===== config.mk =====
export PLATFORM = sky130hd
export DESIGN_NAME = frame_mode_ctrl
export DESIGN_NICKNAME = d
export VERILOG_FILES = /design/src/rtl/frame_mode_ctrl.sv
export SDC_FILE = /design/constraint.sdc
export NUM_CORES = 1
export LEC_CHECK = 0
export ABC_AREA = 0
export CAP_MARGIN = 30
export CELL_PAD_IN_SITES_DETAIL_PLACEMENT = 1
export CELL_PAD_IN_SITES_GLOBAL_PLACEMENT = 1
export CORE_UTILIZATION = 30
export DETAILED_ROUTE_END_ITERATION = 7
export GPL_ROUTABILITY_DRIVEN = 1
export PLACE_DENSITY_LB_ADDON = 0.1
export SYNTH_ARGS = -nofsm -noshare
export SYNTH_HDL_FRONTEND = slang
export SYNTH_SLANG_ARGS = --single-unit

===== constraint.sdc =====
create_clock -name clk_sys -period 1.6 [get_ports clk_sys]
set_input_delay 0.48 -clock clk_sys [delete_from_list [all_inputs] [get_ports clk_sys]]
set_output_delay 0.48 -clock clk_sys [all_outputs]
set_load 0.01 [all_outputs]

===== src/rtl/frame_mode_ctrl.sv =====
// Frame-synchronous mode controller for the pixel output path.
// Configuration writes are held until the next frame start, the new mode is
// applied on that VSYNC edge, and the output is blanked for DRAIN_CYC cycles
// so that pixels still in flight under the old mode never reach the output.
// Frame and line counters run alongside from the same sync edge detectors.
module frame_mode_ctrl #(
  parameter int unsigned DRAIN_CYC = 8,
  parameter int unsigned FCNT_W    = 16
) (
  input  logic              clk_sys,
  input  logic              reset_sys,
  input  logic              CFG_VALID,
  input  logic [7:0]        CFG_REG,
  input  logic              InVSYNC,
  input  logic              InHSYNC,
  output logic [1:0]        mode_sel,
  output logic              out_blank,
  output logic              cfg_ack,
  output logic              cfg_err,
  output logic              pending,
  output logic [FCNT_W-1:0] frame_cnt,
  output logic [11:0]       line_cnt
);

  localparam logic [1:0] IDLE  = 2'd0;
  localparam logic [1:0] PEND  = 2'd1;
  localparam logic [1:0] DRAIN = 2'd2;

  localparam logic [7:0]        DRAIN_LOAD = 8'(DRAIN_CYC);
  localparam logic [FCNT_W-1:0] FRAME_ONE  = {{(FCNT_W-1){1'b0}}, 1'b1};

  logic [1:0]        state_q, state_d;
  logic [1:0]        pendMode_q, pendMode_d;
  logic [1:0]        mode_q, mode_d;
  logic [7:0]        drainCnt_q, drainCnt_d;
  logic              drainCfg_q, drainCfg_d;
  logic              vsPrev_q, hsPrev_q;
  logic              armed_q;
  logic              ack_q, err_q;
  logic [FCNT_W-1:0] frame_q, frame_d;
  logic [11:0]       line_q, line_d;

  logic       vsEdge, hsEdge;
  logic       cfgIllegal;
  logic [1:0] cfgMode;
  logic       unusedCfg;

  // The armed flag masks the first cycle after reset, so a sync line already
  // high when reset releases is not mistaken for a fresh rising edge.
  assign vsEdge     = armed_q & InVSYNC & ~vsPrev_q;
  assign hsEdge     = armed_q & InHSYNC & ~hsPrev_q;
  assign cfgIllegal = (CFG_REG[1:0] == 2'b11);
  assign cfgMode    = cfgIllegal ? 2'b00 : CFG_REG[1:0];
  assign unusedCfg  = ^CFG_REG[7:2];

  // Mode FSM: latch requests, switch on frame start, then count out the drain.
  always_comb begin
    state_d    = state_q;
    pendMode_d = pendMode_q;
    mode_d     = mode_q;
    drainCnt_d = drainCnt_q;
    drainCfg_d = drainCfg_q;
    case (state_q)
      IDLE: begin
        if (CFG_VALID) begin
          pendMode_d = cfgMode;
          state_d    = PEND;
        end
      end
      PEND: begin
        if (vsEdge) begin
          mode_d     = pendMode_q;
          drainCnt_d = DRAIN_LOAD;
          state_d    = DRAIN;
          drainCfg_d = CFG_VALID;
          if (CFG_VALID) begin
            pendMode_d = cfgMode;
          end
        end else if (CFG_VALID) begin
          pendMode_d = cfgMode;
        end
      end
      DRAIN: begin
        if (CFG_VALID) begin
          pendMode_d = cfgMode;
          drainCfg_d = 1'b1;
        end
        if (drainCnt_q <= 8'd1) begin
          drainCnt_d = 8'd0;
          drainCfg_d = 1'b0;
          state_d    = (drainCfg_q | CFG_VALID) ? PEND : IDLE;
        end else begin
          drainCnt_d = drainCnt_q - 8'd1;
        end
      end
      default: begin
        state_d = IDLE;
      end
    endcase
  end

  // Frame counter wraps freely; line counter restarts each frame and saturates.
  always_comb begin
    frame_d = frame_q;
    line_d  = line_q;
    if (vsEdge) begin
      frame_d = frame_q + FRAME_ONE;
      line_d  = hsEdge ? 12'd1 : 12'd0;
    end else if (hsEdge && (line_q != 12'hFFF)) begin
      line_d = line_q + 12'd1;
    end
  end

  // All state registers, cleared together by the synchronous reset.
  always_ff @(posedge clk_sys) begin
    if (reset_sys) begin
      state_q    <= IDLE;
      pendMode_q <= 2'b00;
      mode_q     <= 2'b00;
      drainCnt_q <= 8'd0;
      drainCfg_q <= 1'b0;
      vsPrev_q   <= 1'b0;
      hsPrev_q   <= 1'b0;
      armed_q    <= 1'b0;
      ack_q      <= 1'b0;
      err_q      <= 1'b0;
      frame_q    <= '0;
      line_q     <= 12'd0;
    end else begin
      state_q    <= state_d;
      pendMode_q <= pendMode_d;
      mode_q     <= mode_d;
      drainCnt_q <= drainCnt_d;
      drainCfg_q <= drainCfg_d;
      vsPrev_q   <= InVSYNC;
      hsPrev_q   <= InHSYNC;
      armed_q    <= 1'b1;
      ack_q      <= CFG_VALID;
      err_q      <= CFG_VALID & cfgIllegal;
      frame_q    <= frame_d;
      line_q     <= line_d;
    end
  end

  assign mode_sel  = mode_q;
  assign out_blank = (state_q == DRAIN);
  assign cfg_ack   = ack_q;
  assign cfg_err   = err_q;
  assign pending   = (state_q == PEND) | ((state_q == DRAIN) & drainCfg_q);
  assign frame_cnt = frame_q;
  assign line_cnt  = line_q;

endmodule


Word level (Yosys, flattened, before mapping):

Index checks and enable logic that the tools add are counted.

* output and inout bits: 34
* flip-flop bits (word level): 48
* word-level logic and storage cells: 61
* input port bits: 13

* muxes and demuxes: 17
* $add $sub $neg: 3
* bitwise operators: 10
* equal/unequal tests: 8
* order comparisons: 1
* reduce and logical (&&, ||, !) cells: 10

Operators with widths (number)
* $mux 12: 2
* $add 16x1->16 const B: 1
* $mux 8: 2
* $pmux 8 s2: 1
* $add 12x1->12 const B: 1
* $ne 12x12->1 const B: 1
* $le 8x1->1 const B: 1
* $mux 2: 4
* $sub 8x1->8 const B: 1
* $and 1x1->1: 6
* $mux 1: 6
* $pmux 2 s3: 1
* $reduce_and 2->1: 3
* $reduce_and 3->1: 2
* $eq 2x2->1 const B: 2
* $ne 2x2->1 const B: 2
* $reduce_bool 2->1: 2
* $ne 3x2->1 const B: 1
* $reduce_or 3->1: 1
* $eq 2x1->1 const B: 1
* $logic_not 2->1: 1
* $ne 2x1->1 const B: 1
* $not 1->1: 2
* $or 1x1->1: 2
* 2 further kinds: 2

Longest topological paths before layout:

* depth in word-level cells: 5
* gate-level depth with buffers: 7
* mapped depth without buffers: 6

Least setup slack after synthesis:

No wires, ideal clock.

* path type: register to register
* start: register frame_q[0] (netlist: frame_cnt[0])
* end: register frame_q[12] (netlist: frame_cnt[12])
* stages on the path, launching flop included: 7
* clock period less this slack: 1798 ps
* slack: -198 ps
* buffers on the path: 1
* data arrival time: 1727 ps
* required time: 1530 ps
* library setup time: 70 ps
* cells stage by stage: dfxtp_1 > ha_1 > clkinv_1 > or4_1 > clkbuf_2 > or3_1 > a21oi_1

* longest elaborated chain between the ends: 1

RTL lines
* start, declared: line 40 `logic [FCNT_W-1:0] frame_q, frame_d;`
* start signal, assigned: line 140 `frame_q <= frame_d;`
* $add 16x1->16: line 107 `frame_d = frame_q + FRAME_ONE;`

Every way passes these cells.
A chain may end at the register's enable or synchronous reset.

Worst setup path after layout:

* start: register frame_q[1] (netlist: frame_cnt[1])
* end: register frame_q[12] (netlist: frame_cnt[12])

Same word-level chain as after synthesis.

==> run summary <==
IR drop worst, VDD -> 0.000480 V
Critical path peak fanout -> 7
Hold path cells -> 2
Vias -> 2,452
CP startpoint kind -> flop
Least-Margin Pin Slew -> 0.429 ns
Clock Skews -> 0.0122 ns
Overall Global Routing Usage -> 18.9%
DRT Wirelength -> 7.22 mm
WP data required -> 1.84 ns
Max cap viols -> 0
Crit Path Category -> flop to flop
Fillers -> 892
Clock H-tree levels -> 2
Synth unique cells -> 51
Final Slew Violations -> 0
Yosys top cell area share -> 42.0%
Dpl hpwl -> 5.10 mm
Outcome -> finished with violations
Sequential area share after synthesis -> 42.0%
Area occupied by registers -> 1000 sq um
Critical path endpoint category -> flop
Max_slew headroom -> 71.3%
R2r worst-path depth -> 6
Asr flop ratio synth -> 0%
FF+latch count, synth -> 48
Die Y -> 89.3 um
Initial antenna violation count -> 0
Area of the multi-input gates -> 1480 sq um
Iter 0 DRT Violations -> 64
Placement Rows -> 31
Yosys warns -> 0
First-pass GRT wire length -> 11.7 mm
Clock Tree Root -> clkbuf_8
Failing checks -> negative setup slack
Synth Instances -> 266
Port bufs -> 40
Post-synth top area cell -> dfxtp_1
Antenna diode count -> 0
Share of layout cells above drive strength 1 -> 42.0%
Die area -> 7980 sq um
TritonCTS clock tree -> built
Post-route clock period utilization -> 107%
GP Congestion -> 0.793
Final Setup Violations -> 7
Mean post-synth cell area -> 8.60 sq um
Layout area overhead -> 67.3%
Final instance area -> 3830 sq um
Vias in the first global route -> 2,447
Vias/cell -> 4.96
Top cells by area, synth -> dfxtp_1 42%, nor2_1 4.8%, ha_1 4.4%, a21oi_1 3.7%, nand2_1 3.0%
Inserted Clock Buffers -> 5
Fmax -> 0.583 GHz
Post-layout min period -> 1.71 ns
Worst Slack Setup Final -> -0.114 ns
Worst Hold Slack -> 0.492 ns
Total Nets Final -> 415
Clock Latency Late Sink -> 0.30 ns
Placement Cell Area -> 3310 sq um
Clock slew at reported path FFs -> 0.10 ns
Final hold violations -> 0
Number of synthesized flops with an enable pin -> 0
Largest net degree at the start of global routing -> 20
Post-DRT Antenna Nets -> 0
Hold Path Class -> flop to flop
Total core area -> 7290 sq um
RSZ-0062 raised after global routing -> true
Congestion Overflow GR -> 0
Cell area after synthesis -> 2290 sq um
Avg WL per Cell -> 14.6 um
Pwr dens -> 761 nW/um^2
CP arrival -> 1.95 ns
Longest Clk Path Bufs -> 2
Top FF cell, synth -> dfxtp_1
I/O pin cnt -> 47
Drt first pass iters -> 4
Leakage Power -> 1.62 nW
Remaining DRCs -> 0
Die W -> 89.3 um
Clock sink count -> 48
Starting Density -> 31.4%
Mapped Nets -> 287
what timing repair did:
action / in CTS / in global routing
cloned: 0 / 0
setup buffers: 7 / 17
resized for setup: 76 / 56
pin swaps: 14 / 30
setup endpoints to repair: 68 / 30
hold buffers: 0 / 0
worst paths after layout:
kind | startpoint | endpoint | slack, ns
setup reg to reg | frame_cnt[1] | frame_cnt[12] | -0.11
setup / recovery | frame_cnt[1] | frame_cnt[12] | -0.11
hold reg to reg | mode_sel[1] | mode_sel[1] | 0.49
hold / removal | mode_sel[1] | mode_sel[1] | 0.49
synthesized netlist by cell type, types with 2 or more instances:
cell type / instances
clkbuf_1: 4
dfxtp_1: 48
nand4_1: 6
nand2b_1: 2
buf_2: 2
ha_1: 8
nand3_1: 13
mux2i_1: 3
and4_1: 4
nand2_1: 18
or2_2: 2
a211oi_1: 3
a311oi_1: 2
nor2_1: 29
nor3b_1: 2
o31ai_1: 5
nor4_1: 4
or3_1: 9
a31oi_1: 3
o211ai_1: 3
inv_1: 14
and3b_1: 2
nor2b_1: 3
xor2_1: 7
nand3b_1: 2
a21oi_1: 17
o21ai_1: 4
nor3_1: 3
o21ai_0: 12
or4_1: 6
xnor2_1: 6
logic make-up after synthesis:
logic type | Yosys count | share of synthesized area (%)
AOI/OAI and AO/OA | 60 | 16.8
xor gates and xnor gates | 13 | 4.98
adders and majority gates | 8 | 4.38
buffers and inverters | 23 | 3.94
DFF | 48 | 42.0
muxes | 3 | 1.31
and+or+nand+nor | 111 | 26.6
through the flow:
step | utilization (%) | power, mW | cells | setup slack, ns | TNS, ns
floorplan | - | 1.70 | 266 | -0.0476 | -0.213
global placement | 45.3 | 2.00 | 463 | -0.634 | -16.59
detailed placement | 45.3 | 2.02 | 463 | -0.689 | -17.78
CTS | 48.2 | 2.81 | 478 | -0.172 | -0.652
global route | 52.5 | 3.09 | 494 | -0.179 | -1.21
finish | 52.5 | 2.91 | 494 | -0.114 | -0.582
per-layer routing:
metal | wire length (um) | global-route usage (%) | vias to the layer above
met4 | 59 | 4.33 | 0
li1 | - | - | 1224
met2 | 3900 | 35.8 | 28
met5 | 0 | 0 | -
met3 | 149 | 3.14 | 4
met1 | 3110 | 22.2 | 1196
worst max-delay path, cell delays in order (launching register included):
cell and delay (ns):
dfxtp_4 0.37, buf_6 0.09, ha_4 0.13, inv_4 0.03
or4_4 0.57, or3_1 0.32, a21oi_1 0.13
placed cells by master, fill, tap and decap left out, types with 3 or more instances in the layout:
master           synthesis  layout
or4_4                    0       4
ha_4                     0       5
dfxtp_2                  0      18
o31ai_1                  5       5
dlygate4sd2_1            0      32
o21ai_0                 12       7
inv_1                   14       8
xor2_1                   7       6
nor3_1                   3       3
inv_4                    0       3
a211oi_1                 3       3
a31oi_1                  3       3
inv_2                    0       4
and4_1                   4       4
clkdlybuf4s50_1          0       4
buf_4                    0      78
dfxtp_1                 48      25
nand3_1                 13      11
clkbuf_8                 0       5
o211ai_1                 3       3
buf_6                    0       9
a21oi_1                 17      13
nor2_1                  29      29
dfxtp_4                  0       5
o21ai_1                  4       8
a21oi_2                  0       4
or3_1                    9       8
nand2_1                 18      16
nand4_1                  6       6
xnor2_1                  6       6
mux2i_1                  3       3
report_power, final:
group          internal [mW]  switching [mW]
sequential              1.27          0.0807
clock                  0.307           0.429
combinational          0.410           0.416
layout make-up:
cell class / count / area share [%]
clock buffer: 6 / 1.90
clock inverter: 2 / 0.327
inverter: 15 / 1.67
multi-input combinational: 195 / 38.7
sequential: 48 / 26.2
tap: 99 / 3.24
timing repair buffer: 129 / 28.0
sequential cells by signal, indices dropped and copies added (netlist names):
signal,flops
armed_q,1
cfg_ack,1
cfg_err,1
drainCfg_q,1
drainCnt_q,8
frame_cnt,16
hsPrev_q,1
line_cnt,12
mode_sel,2
pendMode_q,2
state_q,2
vsPrev_q,1
Power figures use the tool's default switching activity.
